==> src/rtl/encoder_pkg.sv <==
// Shared definitions for the encoder controller: register map, CTRL/STATUS
// bit positions, FSM encoding and the captured sample layout.
package encoder_pkg;

  localparam logic [2:0] REG_CTRL       = 3'd0;
  localparam logic [2:0] REG_PERIOD     = 3'd1;
  localparam logic [2:0] REG_STATUS     = 3'd2;
  localparam logic [2:0] REG_POP        = 3'd3;
  localparam logic [2:0] REG_SHADOW_VEL = 3'd4;
  localparam logic [2:0] REG_SHADOW_DIR = 3'd5;
  localparam logic [2:0] REG_LIVE_POS   = 3'd6;

  localparam int CTRL_ENABLE    = 0;
  localparam int CTRL_SAMPLE_EN = 1;
  localparam int CTRL_IRQ_EN    = 2;
  localparam int CTRL_CLEAR     = 3;

  localparam int STAT_EMPTY     = 8;
  localparam int STAT_FULL      = 9;
  localparam int STAT_OVERFLOW  = 10;
  localparam int STAT_STATE_LSB = 11;

  localparam logic [1:0] ST_IDLE  = 2'd0;
  localparam logic [1:0] ST_RUN   = 2'd1;
  localparam logic [1:0] ST_CLEAR = 2'd2;

  localparam int SAMPLE_W = 65;

  typedef struct packed {
    logic [31:0] pos;
    logic [31:0] vel;
    logic        dir;
  } sample_t;

  // Interval timer reload value; a PERIOD of 0 behaves as 1.
  function automatic logic [31:0] period_reload(input logic [31:0] period);
    return (period == 32'd0) ? 32'd0 : period - 32'd1;
  endfunction

endpackage

==> src/rtl/enc_sample_fifo.sv <==
// Synchronous sample FIFO with flush and same-cycle push/pop (also when full).
module enc_sample_fifo
  import encoder_pkg::*;
#(
  parameter int DEPTH = 8,
  parameter int W     = SAMPLE_W
) (
  input  logic                     clk,
  input  logic                     reset,
  input  logic                     i_flush,
  input  logic                     i_push,
  input  logic                     i_pop,
  input  logic [W-1:0]             i_wdata,
  output logic [W-1:0]             o_rdata,
  output logic                     o_full,
  output logic                     o_empty,
  output logic [$clog2(DEPTH):0]   o_level
);
  localparam int AW = $clog2(DEPTH);
  localparam logic [AW:0] LVL_FULL = (AW+1)'(DEPTH);

  logic [W-1:0]  r_mem [DEPTH];
  logic [AW-1:0] r_wr_ptr;
  logic [AW-1:0] r_rd_ptr;
  logic [AW:0]   r_level;
  logic          w_push;
  logic          w_pop;

  assign o_full  = (r_level == LVL_FULL);
  assign o_empty = (r_level == '0);
  assign o_level = r_level;
  assign o_rdata = r_mem[r_rd_ptr];

  // A pop frees the slot, so a push into a full FIFO is fine in the same cycle.
  assign w_pop  = i_pop && !o_empty;
  assign w_push = i_push && (!o_full || w_pop);

  always_ff @(posedge clk) begin
    if (reset || i_flush) begin
      r_wr_ptr <= '0;
      r_rd_ptr <= '0;
      r_level  <= '0;
    end else begin
      if (w_push) r_wr_ptr <= r_wr_ptr + 1'b1;
      if (w_pop)  r_rd_ptr <= r_rd_ptr + 1'b1;
      if (w_push && !w_pop)      r_level <= r_level + 1'b1;
      else if (w_pop && !w_push) r_level <= r_level - 1'b1;
    end
  end

  always_ff @(posedge clk) begin
    if (w_push && !i_flush) r_mem[r_wr_ptr] <= i_wdata;
  end

endmodule

==> src/rtl/encoder_ctrl.sv <==
// Encoder controller: register bus front-end, run/clear sequencing of the
// encoder_core and periodic snapshot capture into the sample FIFO.
//   state | meaning
//   IDLE  | core disabled, interval timer holds
//   RUN   | core enabled, timer counts when sample_en
//   CLEAR | core in reset; FIFO, timer, shadows, overflow flushed
module encoder_ctrl
  import encoder_pkg::*;
#(
  parameter int FIFO_DEPTH = 8,
  parameter int CLR_CYCLES = 2,
  parameter int PERIOD_RST = 1000
) (
  input  logic        clk,
  input  logic        reset,
  input  logic        req_valid,
  output logic        req_ready,
  input  logic        req_write,
  input  logic [2:0]  req_addr,
  input  logic [31:0] req_wdata,
  output logic        rsp_valid,
  output logic [31:0] rsp_rdata,
  output logic        core_enable,
  output logic        core_reset,
  input  logic [31:0] core_position,
  input  logic [31:0] core_velocity,
  input  logic        core_direction,
  output logic        irq
);
  localparam int LW = $clog2(FIFO_DEPTH) + 1;
  localparam int CW = (CLR_CYCLES > 1) ? $clog2(CLR_CYCLES) : 1;

  logic [1:0]    r_state;
  logic [CW-1:0] r_clr_cnt;
  logic          r_enable;
  logic          r_sample_en;
  logic          r_irq_en;
  logic [31:0]   r_period;
  logic [31:0]   r_tmr;
  logic          r_overflow;
  logic [31:0]   r_shadow_vel;
  logic          r_shadow_dir;
  logic          r_rsp_valid;
  logic [31:0]   r_rsp_rdata;
  logic          r_irq;

  logic          w_accept;
  logic          w_wr;
  logic          w_rd;
  logic          w_wr_ctrl;
  logic          w_clear;
  logic          w_wr_period;
  logic          w_ovf_clr;
  logic          w_in_clear;
  logic          w_sampling;
  logic          w_capture;
  logic          w_pop;
  logic          w_drop;
  logic          w_full;
  logic          w_empty;
  logic [LW-1:0] w_level;
  sample_t       w_sample;
  sample_t       w_head;
  logic [31:0]   w_rdata;

  assign req_ready   = !r_rsp_valid;
  assign rsp_valid   = r_rsp_valid;
  assign rsp_rdata   = r_rsp_rdata;
  assign irq         = r_irq;
  assign core_enable = (r_state == ST_RUN);
  assign core_reset  = reset || w_in_clear;

  assign w_accept    = req_valid && !r_rsp_valid;
  assign w_wr        = w_accept && req_write;
  assign w_rd        = w_accept && !req_write;
  assign w_wr_ctrl   = w_wr && (req_addr == REG_CTRL);
  assign w_clear     = w_wr_ctrl && req_wdata[CTRL_CLEAR];
  assign w_wr_period = w_wr && (req_addr == REG_PERIOD);
  assign w_ovf_clr   = w_wr && (req_addr == REG_STATUS) && req_wdata[STAT_OVERFLOW];
  assign w_in_clear  = (r_state == ST_CLEAR);
  assign w_sampling  = (r_state == ST_RUN) && r_sample_en;

  // A PERIOD write restarts the interval, so it also suppresses that cycle's capture.
  assign w_capture   = w_sampling && (r_tmr == 32'd0) && !w_wr_period;
  assign w_pop       = w_rd && (req_addr == REG_POP) && !w_empty;
  assign w_drop      = w_capture && w_full && !w_pop;
  assign w_sample    = {core_position, core_velocity, core_direction};

  enc_sample_fifo #(
    .DEPTH (FIFO_DEPTH),
    .W     (SAMPLE_W)
  ) u_fifo (
    .clk     (clk),
    .reset   (reset),
    .i_flush (w_in_clear),
    .i_push  (w_capture),
    .i_pop   (w_pop),
    .i_wdata (w_sample),
    .o_rdata (w_head),
    .o_full  (w_full),
    .o_empty (w_empty),
    .o_level (w_level)
  );

  always_ff @(posedge clk) begin
    if (reset) begin
      r_state   <= ST_IDLE;
      r_clr_cnt <= '0;
    end else if (w_clear) begin
      r_state   <= ST_CLEAR;
      r_clr_cnt <= CW'(CLR_CYCLES - 1);
    end else begin
      case (r_state)
        ST_IDLE:  if (r_enable) r_state <= ST_RUN;
        ST_RUN:   if (!r_enable) r_state <= ST_IDLE;
        ST_CLEAR: begin
          if (r_clr_cnt == '0) r_state <= r_enable ? ST_RUN : ST_IDLE;
          else                 r_clr_cnt <= r_clr_cnt - 1'b1;
        end
        default:  r_state <= ST_IDLE;
      endcase
    end
  end

  always_ff @(posedge clk) begin
    if (reset) begin
      r_enable    <= 1'b0;
      r_sample_en <= 1'b0;
      r_irq_en    <= 1'b0;
      r_period    <= 32'(PERIOD_RST);
    end else begin
      if (w_wr_ctrl) begin
        r_enable    <= req_wdata[CTRL_ENABLE];
        r_sample_en <= req_wdata[CTRL_SAMPLE_EN];
        r_irq_en    <= req_wdata[CTRL_IRQ_EN];
      end
      if (w_wr_period) r_period <= req_wdata;
    end
  end

  // Down-counting interval timer; capture on terminal count, then reload.
  always_ff @(posedge clk) begin
    if (reset)            r_tmr <= period_reload(32'(PERIOD_RST));
    else if (w_wr_period) r_tmr <= period_reload(req_wdata);
    else if (w_in_clear)  r_tmr <= period_reload(r_period);
    else if (w_sampling)  r_tmr <= (r_tmr == 32'd0) ? period_reload(r_period) : r_tmr - 32'd1;
  end

  always_ff @(posedge clk) begin
    if (reset || w_in_clear) begin
      r_overflow   <= 1'b0;
      r_shadow_vel <= 32'd0;
      r_shadow_dir <= 1'b0;
    end else begin
      if (w_drop)         r_overflow <= 1'b1;
      else if (w_ovf_clr) r_overflow <= 1'b0;
      if (w_pop) begin
        r_shadow_vel <= w_head.vel;
        r_shadow_dir <= w_head.dir;
      end
    end
  end

  always_comb begin
    w_rdata = 32'd0;
    case (req_addr)
      REG_CTRL: begin
        w_rdata[CTRL_ENABLE]    = r_enable;
        w_rdata[CTRL_SAMPLE_EN] = r_sample_en;
        w_rdata[CTRL_IRQ_EN]    = r_irq_en;
      end
      REG_PERIOD: w_rdata = r_period;
      REG_STATUS: begin
        w_rdata[7:0]                 = 8'(w_level);
        w_rdata[STAT_EMPTY]          = w_empty;
        w_rdata[STAT_FULL]           = w_full;
        w_rdata[STAT_OVERFLOW]       = r_overflow;
        w_rdata[STAT_STATE_LSB +: 2] = r_state;
      end
      REG_POP:        w_rdata = w_empty ? 32'd0 : w_head.pos;
      REG_SHADOW_VEL: w_rdata = r_shadow_vel;
      REG_SHADOW_DIR: w_rdata[0] = r_shadow_dir;
      REG_LIVE_POS:   w_rdata = core_position;
      default:        w_rdata = 32'd0;
    endcase
  end

  always_ff @(posedge clk) begin
    if (reset) begin
      r_rsp_valid <= 1'b0;
      r_rsp_rdata <= 32'd0;
      r_irq       <= 1'b0;
    end else begin
      r_rsp_valid <= w_accept;
      r_rsp_rdata <= w_rd ? w_rdata : 32'd0;
      r_irq       <= r_irq_en && (!w_empty || r_overflow);
    end
  end

endmodule

==> config.mk <==
export PLATFORM = sky130hd
export DESIGN_NAME = encoder_ctrl
export DESIGN_NICKNAME = d
export VERILOG_FILES = /design/src/rtl/encoder_pkg.sv /design/src/rtl/enc_sample_fifo.sv /design/src/rtl/encoder_ctrl.sv
export SDC_FILE = /design/constraint.sdc
export NUM_CORES = 1
export LEC_CHECK = 0
export CAP_MARGIN = 40
export CORE_UTILIZATION = 50
export DETAILED_ROUTE_END_ITERATION = 8
export PLACE_DENSITY = 0.66
export REMOVE_ABC_BUFFERS = 1
export SETUP_SLACK_MARGIN = 0.15
export SLEW_MARGIN = 20
export SYNTH_ARGS = -nofsm -noshare
export SYNTH_HDL_FRONTEND = slang
export SYNTH_SLANG_ARGS = --single-unit
==> constraint.sdc <==
create_clock -name clk -period 9.28 [get_ports clk]
set_input_delay 1.856 -clock clk [delete_from_list [all_inputs] [get_ports clk]]
set_output_delay 1.856 -clock clk [all_outputs]
set_load 0.005 [all_outputs]
==> qor.csv <==
metric,value,unit
met1 wire length,29.59,mm
max layer used,met5,
post-synthesis sequential area ratio,66.38,%
core area,55310,sq um
Sinks on Clock Net,671,
Num CTS Buffers,72,
CP Capture Type,output pin,
Synth Area in Simple Gates,8.226,%
main combinational cell family by area after synthesis,multiplexers,
Die Ht,239.0,microns
Place WS,2988,ps
placed cell areas,30450,sq um
Post-synth EDFFs,520,
nets,2068,
Post-Syn Area per Cell,15.53,sq um
Top Ports,141,
Synth Cell Area,28080,sq um
max incr delay on CP,650,ps
register clock-pin slew on the reported worst setup and hold paths,60,ps
Setup Buffers After CTS,0,
hold_buf cts,0,
routed length on met3,6.036,mm
Vias per Instance,6.089,
asr flop ratio synth,0,%
Hold/Removal Path Class,flop to flop,
VDD IR max,0.0001347,V
area share of the largest cell type after synthesis,55.61,%
CP max stage cell,clkdlybuf4s50_1,
number of core rows,86,
First-pass DRT Iterations,7,
minimum hold slack,471.0,ps
"commonest cells after routing, fill and taps aside","520 x edfxtp_1, 148 x dfxtp_1, 138 x clkdlybuf4s50_1",
"Primary FF master, synth",edfxtp_1,
Final Setup Violations,0,
portion of netlist area occupied by mux cells,14.58,%
WL per Instance,26.03,microns
CP bufs+invs,5,
initial antenna violation count,7,
global placement routability congestion,0.8771,
Worst path most repeated cell,buf_4,
"Cell Chain, Critical Path",buf_2 -> buf_4 -> inv_1 -> nand2_2 -> buf_4 -> clkdlybuf4s50_1,
post-layout util,59.42,%
yosys warns,0,
Fin Setup TNS,0,ps
Synth Area in Compound Gates,6.167,%
largest net degree at the start of global routing,101,
First DRT Iteration DRCs,1762,
Max Clk Rate,0.1580,GHz
Pleak,10.38,nW
Clock Latency Late Sink,620,ps
PwrDens,192.7,nW/um^2
Tmin final,6328,ps
die width,239.0,microns
CP Data Arrival Time,4470,ps
CTS H-tree depth,3,
buffers added on ports,140,
xor-xnor portion of the synthesized cell area,2.433,%
DR WL met2,34.28,mm
cell count after synthesis,1808,
"Slew Viols, Final",0,
GRT Resource Usage Total,25.64,%
Setup Skew,21.25,ps
final WL,71.88,mm
vias in the first global route,16893,
count of cell types in the netlist,76,
CTS tree,done,
first-pass GRT wire length,107.5,mm
Startpoint Class,input pin,
Crit path max-delay family,buffers and inverters,
Worst-Margin Slew,883.1,ps
dpl hpwl,44.76,mm
DRT antenna net count,0,
die area,57110,sq um
Final Hold Violating Endpoints,0,
RSZ-0062 raised after global routing,no,
Rel. slew slack,41.00,%
"commonest non-fill, non-tap cell in the layout",edfxtp_1,
layout cell share with drive strength beyond 1,19.98,%
worst setup path class,input pin to output pin,
final worst path period share,68.19,%
PnR worst setup slack,2952,ps
dominant cells by area after synthesis,"edfxtp_1 56%, dfxtp_1 11%, mux4_2 11%",
GR Overflow Total,0,
dominant cell type by area after synthesis,edfxtp_1,
post-CTS sizing,0,
Max clock buf depth,3,
crit-path max FO,63,
fraction of the mapped netlist area in adder cells,0.4723,%
CP required,7420,ps
MaxCap Viol Count,0,
Layout area overhead,17.04,%
Initial Util,50.77,%
residual DRC count,0,
routed vias,16811,
Seq cells post-synth,671,
CTS Root Cell,clkbuf_16,
Finished Cell Area,32860,sq um
status,"complete, no violations",
per-layer routing:
metal / global-route usage, % / up-vias
met5: 0 / -
met4: 9.149 / 8
met3: 6.351 / 134
met2: 40.55 / 652
met1: 34.58 / 8558
li1: - / 7459
Yosys cell counts (4+ instances only):
master	instances
a211oi_2	5
nor4_1	28
nor2b_1	7
xnor2_1	30
o21ai_0	24
or2_2	5
a22oi_1	8
nand3b_1	5
xor2_1	48
mux2_2	62
a31oi_1	5
or3_1	16
nor2_1	138
or4_1	16
nand2_1	116
inv_1	13
clkbuf_1	80
a21oi_1	52
a222oi_1	30
nand4_1	7
o221ai_1	4
o21ai_1	6
nand3_1	27
o31ai_1	10
ha_1	9
nand2b_1	12
mux4_2	132
buf_2	9
dfxtp_1	151
a22o_1	6
nor3_1	42
buf_1	19
nor4_2	7
a211oi_1	45
o311a_1	4
a221oi_1	10
edfxtp_1	520
mux2i_1	41
stage by stage:
stage,std cells,power (W)
3_5_place_dp,2626,0.003499
2_1_floorplan,1697,0.003367
3_3_place_gp,2619,0.003493
5_1_grt,2760,0.006508
4_1_cts,2758,0.006381
6_report,2761,0.006334
worst reg2reg max path: cells and delay by family, from the launching register on:
kind / cells / cell delay [ps]
flops: 1 / 340
fa+ha+maj: 1 / 190
simple gates: 6 / 2670
buf+inv: 2 / 800
where the power goes:
| part | leakage, nW | internal [W] | switching [W] |
|---|---|---|---|
| combinational | 3.33 | 0.0000749 | 0.000118 |
| clock | 1.15 | 0.00172 | 0.00118 |
| sequential | 5.89 | 0.00324 | 0.00000972 |
final timing paths:
path | from | to | slack [ps] | depth (start not counted)
worst min register to register | r_clr_cnt$_SDFFE_PP0P_ | r_clr_cnt$_SDFFE_PP0P_ | 470 | 2
worst min-delay path | r_clr_cnt$_SDFFE_PP0P_ | r_clr_cnt$_SDFFE_PP0P_ | 470 | 2
worst max-delay path | reset | core_reset | 2950 | 6
worst max register to register | r_tmr[0]$_SDFFE_PP1P_ | u_fifo.r_mem[4][19]$_DFFE_PP_ | 4840 | 9
final cells by class:
type	instances	area [sq um]
multi-input combinational	1013	9045
clock buffer	98	2044
antenna	1	2.502
sequential	671	18650
fill	4224	22440
tap	748	935.9
clock inverter	34	345.3
timing repair buffer	183	1793
inverter	13	48.80
kinds of logic after synthesis:
logic type	count (synthesis)
XOR/XNOR	78
multiplexers	236
adder cells (fa/ha/maj)	10
buffers and inverters	124
AO/OA/AOI/OAI	236
flip-flops	671
AND/OR/NAND/NOR	453
state kept, by name, summed over array words and instances, names as in the netlist, 2 cells and up, named ones only:
register and flops:
u_fifo.r_rd_ptr 3, r_tmr 32, u_fifo.o_level 4, r_state 2, r_period 32, rsp_rdata 32, r_shadow_vel 32, u_fifo.r_mem 520
u_fifo.r_wr_ptr 3
No activity file was read; power rests on OpenSTA's default activity.
==> RTL change 1, RTL diff (same flow settings) <==
Change the package constant `STAT_STATE_LSB` from 11 to 22.
--- a/src/rtl/encoder_pkg.sv
+++ b/src/rtl/encoder_pkg.sv
@@ -18,7 +18,7 @@
   localparam int STAT_EMPTY     = 8;
   localparam int STAT_FULL      = 9;
   localparam int STAT_OVERFLOW  = 10;
-  localparam int STAT_STATE_LSB = 11;
+  localparam int STAT_STATE_LSB = 22;
 
   localparam logic [1:0] ST_IDLE  = 2'd0;
   localparam logic [1:0] ST_RUN   = 2'd1;
Function: changed (a bounded check fails within 4 cycles, from zero or initial values and one cycle with reset high).
==> RTL change 1 against the original RTL <==
- final cell count is 0.29% higher
- routed wire length is 3.6% lower
- area after synthesis is 0.25% lower
- fmax is 0.16% lower
- utilization is 0.22 points higher
- hold slack worse by 2.6 ps
- sequential cell count stayed put
- total power is 0.29% lower
- worst setup slack worse by 10 ps
- sequential power hardly changed
- cell area is 0.17% higher
- non-clock buffer count stayed put
==> RTL change 1: results (changes against the original RTL) <==
----------------------------------------------------
[Logic synthesis]
  Top cell types by occurrence after synthesis ... 520 x sky130_fd_sc_hd__edfxtp_1, 151 x sky130_fd_sc_hd__dfxtp_1, 132 x sky130_fd_sc_hd__nor2_1 (was 520 x sky130_fd_sc_hd__edfxtp_1, 151 x sky130_fd_sc_hd__dfxtp_1, 138 x sky130_fd_sc_hd__nor2_1)
  Unique masters post-synth ... 72 (was 76)
  Count of yosys warnings during synthesis ... 0 (unchanged)
  Post-synthesis sequential area ratio ... 66.54% (was 66.38%)
  Synth top area cells ... sky130_fd_sc_hd__edfxtp_1 56%, sky130_fd_sc_hd__dfxtp_1 11%, sky130_fd_sc_hd__mux4_2 10%, sky130_fd_sc_hd__mux2_2 2.3%, sky130_fd_sc_hd__nor2_1 1.8% (was sky130_fd_sc_hd__edfxtp_1 56%, sky130_fd_sc_hd__dfxtp_1 11%, sky130_fd_sc_hd__mux4_2 11%, sky130_fd_sc_hd__mux2_2 2.5%, sky130_fd_sc_hd__nor2_1 1.8%)

[Cells and area]
  Number of nets in the layout ... 2080 (was 2068)
  Fillers ... 4109 (was 4224)
  Share of cells above drive strength 1 ... 18.75% (was 19.98%)
  Antenna Cells ... 0 (was 1)

[GRT]
  Wire length of the first global-routing pass ... 105.3 mm (was 107.5 mm)
  Initial antenna violation count ... 1 (was 7)
  Number of global-route vias before repair ... 16830 (was 16890)
  Pin count of the biggest net entering global routing ... 89 (was 101)
  Aggregate global-route resource usage ... 24.69% (was 25.64%)

[Routing]
  Average wire length per cell after detail routing ... 25.03 um (was 26.03 um)
  Number of iterations in the first detailed-routing pass ... 6 (was 7)
  Drt via density ... 6.106 (was 6.089)
  DRT iter0 DRCs ... 1706 (was 1762)

[STA]
  Final number of setup-violating endpoints ... 0 (unchanged)
  Actual transition at the worst max-transition pin ... 826.5 ps (was 883.1 ps)
  Final hold slack ... 468.4 ps (was 471.0 ps)
  Clock skew ... 29.88 ps (was 21.25 ps)

[Worst setup path]
  Crit path arrival time ... 4480 ps (was 4470 ps)
  Largest driver fanout on the critical path ... 56 (was 63)
  Register-to-register setup slack ... 5200 ps (was 4840 ps)

[Place]
  Final weighted congestion of routability-driven global placement ... 0.8760 (was 0.8771)
  HPWL Detailed ... 43.69 mm (was 44.76 mm)

[Clocking]
  Level count of the clock H-tree ... 3 (unchanged)
  Number of buffers created by CTS ... 71 (was 72)
  Maximum buffer depth of the clock tree ... 3 (unchanged)

[Power and ir drop]
  Leakage power summed over all cells ... 10.41 nW (was 10.38 nW)
  Max rail drop VDD ... 0.0001650 V (was 0.0001347 V)

[Outcome]
  Outcome ... complete, no violations (unchanged)

----------------------------------------------------
==> RTL change 1: path summary, 6_finish.rpt <==
check / from / endpoint / cells past startpoint
setup / recovery: reset / core_reset / 7
hold / removal: r_clr_cnt / r_clr_cnt / 2
setup reg to reg: r_tmr[18] / u_fifo.r_mem[3][54] / 8
hold reg to reg: r_clr_cnt / r_clr_cnt / 2
==> RTL change 1: cells by family after synthesis <==
group | count (synthesis) | share of synthesized area [%]
adders and majority gates | 11 | 0.5182
muxes | 236 | 14.50
AOI/OAI and AO/OA | 257 | 6.312
xor gates and xnor gates | 76 | 2.376
DFF | 671 | 66.54
and+or+nand+nor | 443 | 7.929
buffers and inverters | 127 | 1.822
==> RTL change 1: critical path, cell delays in order <==
cell	delay, ps
sky130_fd_sc_hd__buf_2	80
sky130_fd_sc_hd__buf_4	530
sky130_fd_sc_hd__clkinv_1	440
sky130_fd_sc_hd__buf_16	280
sky130_fd_sc_hd__nand2_2	60
sky130_fd_sc_hd__buf_4	510
sky130_fd_sc_hd__clkdlybuf4s50_1	640
==> RTL change 1: layout make-up <==
cell class                 count  area [um^2]  area share, %
multi-input combinational   1023         8955          27.20
timing repair buffer         183         1913          5.811
sequential                   671        18650          56.65
inverter                      15        56.30         0.1710
clock inverter                29        360.3          1.095
clock buffer                 100         2049          6.226
tap                          748        935.9          2.843
==> RTL change 1: metal layers <==
metal,wire length [um],global-route usage (%),share of wire [%],up-vias
met1,29650,34.79,43,8609
met2,33910,40.35,49,659
met5,0,0,0,-
met4,1567,6.993,2.3,0
met3,4174,3.349,6.0,101
li1,-,-,-,7539
==> RTL change 1: stage by stage <==
stage	cell area, um^2	instances	utilization (%)	worst slack, ps	TNS (ps)
5_1_grt	32920	2769	59.64	2856	0
4_1_cts	32910	2768	59.63	2954	0
3_3_place_gp	30270	2629	54.84	2532	0
3_5_place_dp	30500	2639	55.26	2971	0
6_report	32920	2769	59.64	2941	0
2_1_floorplan	27560	1709	-	-3848	-1307550
==> RTL change 1: power breakdown <==
group / switching [mW] / internal (mW) / total [mW] / leakage [nW]
Combinational: 0.115 / 0.0752 / 0.191 / 3.34
Sequential: 0.00877 / 3.24 / 3.24 / 5.89
Clock: 1.16 / 1.72 / 2.88 / 1.17
==> RTL change 2, RTL diff (config.mk and constraints unchanged) <==
Without the edit above. Make the reset (`reset`) asynchronous in 4 clocked blocks.
--- a/src/rtl/encoder_ctrl.sv
+++ b/src/rtl/encoder_ctrl.sv
@@ -102,7 +102,7 @@
     .o_level (w_level)
   );
 
-  always_ff @(posedge clk) begin
+  always_ff @(posedge clk or posedge reset) begin
     if (reset) begin
       r_state   <= ST_IDLE;
       r_clr_cnt <= '0;
@@ -122,7 +122,7 @@
     end
   end
 
-  always_ff @(posedge clk) begin
+  always_ff @(posedge clk or posedge reset) begin
     if (reset) begin
       r_enable    <= 1'b0;
       r_sample_en <= 1'b0;
@@ -139,7 +139,7 @@
   end
 
   // Down-counting interval timer; capture on terminal count, then reload.
-  always_ff @(posedge clk) begin
+  always_ff @(posedge clk or posedge reset) begin
     if (reset)            r_tmr <= period_reload(32'(PERIOD_RST));
     else if (w_wr_period) r_tmr <= period_reload(req_wdata);
     else if (w_in_clear)  r_tmr <= period_reload(r_period);
@@ -185,7 +185,7 @@
     endcase
   end
 
-  always_ff @(posedge clk) begin
+  always_ff @(posedge clk or posedge reset) begin
     if (reset) begin
       r_rsp_valid <= 1'b0;
       r_rsp_rdata <= 32'd0;
Check against the original RTL: differs if reset is asserted again (counterexample within 4 cycles, from zero or initial values and one cycle with reset high); with reset held inactive, the same outputs for 4 cycles.
==> RTL change 2 against the original RTL <==
- die area is essentially flat
- sequential cell count unchanged
- count of clock-buffer cells in the layout decreased by 12
- fmax increased by 13%
- worst setup slack better by 720 ps
- cell area is 0.28% higher
- area after synthesis about the same
- final cell count decreased by 0.76%
- routed wire length grew 0.95%
- global-route usage rose by 0.34 points
- non-clock buffer count rose by 6
Power is not compared: it rests on default switching activity, and its combinational part moved more than twofold at a synthesized area within 25%.
==> RTL change 2: results (changes against the original RTL) <==
----------------------------------------------------
[Outcome]
  Outcome ... complete, no violations (unchanged)

[Cells and area]
  Number of nets in the layout ... 2049 (was 2068)
  Fillers ... 4160 (was 4224)
  Reg with most FFs ... u_fifo.r_mem (unchanged)
  Share of cells above drive strength 1 ... 19.89% (was 19.98%)
  Storage element area ... 19190 um^2 (was 18650 um^2)

[GRT]
  Pin count of the biggest net entering global routing ... 71 (was 101)
  Initial antenna violation count ... 4 (was 7)
  Aggregate global-route resource usage ... 25.98% (was 25.64%)
  Wire length of the first global-routing pass ... 109.0 mm (was 107.5 mm)
  Number of global-route vias before repair ... 17030 (was 16890)

[Logic synthesis]
  Synth top area cells ... sky130_fd_sc_hd__edfxtp_1 56%, sky130_fd_sc_hd__mux4_2 10%, sky130_fd_sc_hd__dfrtp_1 8.0%, sky130_fd_sc_hd__dfxtp_1 3.3%, sky130_fd_sc_hd__mux2_2 2.4% (was sky130_fd_sc_hd__edfxtp_1 56%, sky130_fd_sc_hd__dfxtp_1 11%, sky130_fd_sc_hd__mux4_2 11%, sky130_fd_sc_hd__mux2_2 2.5%, sky130_fd_sc_hd__nor2_1 1.8%)
  Top cell types by occurrence after synthesis ... 520 x sky130_fd_sc_hd__edfxtp_1, 139 x sky130_fd_sc_hd__nand2_1, 138 x sky130_fd_sc_hd__nor2_1 (was 520 x sky130_fd_sc_hd__edfxtp_1, 151 x sky130_fd_sc_hd__dfxtp_1, 138 x sky130_fd_sc_hd__nor2_1)
  Main flop type after synthesis ... sky130_fd_sc_hd__edfxtp_1 (unchanged)
  Unique masters post-synth ... 73 (was 76)
  Count of yosys warnings during synthesis ... 0 (unchanged)
  Post-synthesis sequential area ratio ... 68.24% (was 66.38%)
  Async S/R FF share, synth ... 15.50% (was 0%)

[Power and ir drop]
  Leakage power summed over all cells ... 10.72 nW
  Max rail drop VDD ... 0.0001772 V

[Clocking]
  Number of gates resized after cts ... 0 (unchanged)
  Number of buffers created by CTS ... 70 (was 72)
  Level count of the clock H-tree ... 3 (unchanged)
  Post-CTS Repair Setup Buffers ... 0 (unchanged)
  Maximum buffer depth of the clock tree ... 3 (unchanged)

[STA]
  Clock skew ... 31.47 ps (was 21.25 ps)
  Max_slew headroom ... 44.25% (was 41.00%)

[Worst setup path]
  Maximum cell stage delay along the critical path ... 1000 ps (was 650 ps)
  Cell with the biggest individual delay on the critical path ... sky130_fd_sc_hd__clkdlybuf4s50_1 (unchanged)
  Largest driver fanout on the critical path ... 26 (was 63)
  Crit path arrival time ... 5900 ps (was 4470 ps)
  Family with the most delay on the worst path ... buffers and inverters (unchanged)

[Routing]
  Number of iterations in the first detailed-routing pass ... 6 (was 7)
  DRT iter0 DRCs ... 2024 (was 1762)
  Via count ... 16800 (was 16810)
  Overall routed net length ... 72.56 mm (was 71.88 mm)

[Place]
  Final weighted congestion of routability-driven global placement ... 0.9130 (was 0.8771)
  HPWL Detailed ... 47.49 mm (was 44.76 mm)
  Area of placed instances ... 30620 um^2 (was 30450 um^2)

[Hold path]
  Path class of the lowest-slack min-delay path ... reg2reg (unchanged)

----------------------------------------------------
## RTL change 2: cell count changes in the layout (fill, tap and decap cells not counted), sizes merged, moves of 11 or more
cell | unedited run | this run
xor2 | 48 | 31
clkinv | 17 | 28
a211oi | 50 | 33
nand3 | 27 | 12
nand2 | 116 | 141
dfrtp | 0 | 90
dfstp | 0 | 14
o22ai | 3 | 14
a22oi | 8 | 19
dfxtp | 151 | 47
clkbuf | 98 | 87
o21ai | 30 | 42
## RTL change 2: worst register-to-register path: cells and delay by family, from the launching register on
kind,cells,cell delay (ps)
flops,1,390
buf+inv,3,640
fa+ha+maj,1,230
simple gates,6,3270
## RTL change 2: worst paths after layout
path                              from             endpoint  slack (ps)  depth (start not counted)
max                        req_addr[2]  u_fifo.r_mem[4][38]        3670                         10
min                          r_tmr[24]            r_tmr[24]         490                          2
max reg2reg                   r_tmr[0]  u_fifo.r_mem[4][38]        4420                         10
min reg2reg                  r_tmr[24]            r_tmr[24]         490                          2
max in group asynchronous        reset        rsp_rdata[16]        6480                          4
min in group asynchronous        reset            r_tmr[19]        1700                          2
## RTL change 2: cell families after synthesis
kind of cell / Yosys count / synth area share (%)
fa+ha+maj: 10 / 0.4720
flops: 671 / 68.24
mux: 234 / 14.39
compound gates: 243 / 6.007
buf+inv: 123 / 1.683
simple gates: 439 / 7.401
xor+xnor: 58 / 1.808
## RTL change 2: stage by stage
stage / cells / setup WS, ps
CTS: 2736 / 3724
floorplan: 1674 / -4534
detailed placement: 2608 / 3093
global route: 2739 / 3502
global placement: 2598 / 2860
finish: 2740 / 3673
## RTL change 2: cell type report
class	count	share of cell area, %
Timing Repair Buffer	189	5.877
Multi-Input combinational cell	984	25.90
Clock inverter	42	1.397
Clock buffer	86	5.528
Inverter	19	0.2240
Antenna cell	1	0.007593
Sequential cell	671	58.22
Tap cell	748	2.840
## RTL change 2: layer usage
| layer | track usage [%] | share of wire (%) |
|---|---|---|
| met1 | 36.49 | 42 |
| met2 | 41.18 | 48 |
| met4 | 8.994 | 3.0 |
| met5 | 0 | 0.054 |
| met3 | 4.561 | 6.4 |
## RTL change 2: power groups by stage
stage / clock, mW / combinational, mW / sequential [mW]
finish: 2.80 / 0.451 / 3.48
global route: 2.96 / 0.493 / 3.49
CTS: 2.83 / 0.445 / 3.47
detailed placement: 0 / 0.444 / 3.53
global placement: 0 / 0.432 / 3.53
floorplan: 0 / 0.252 / 3.48
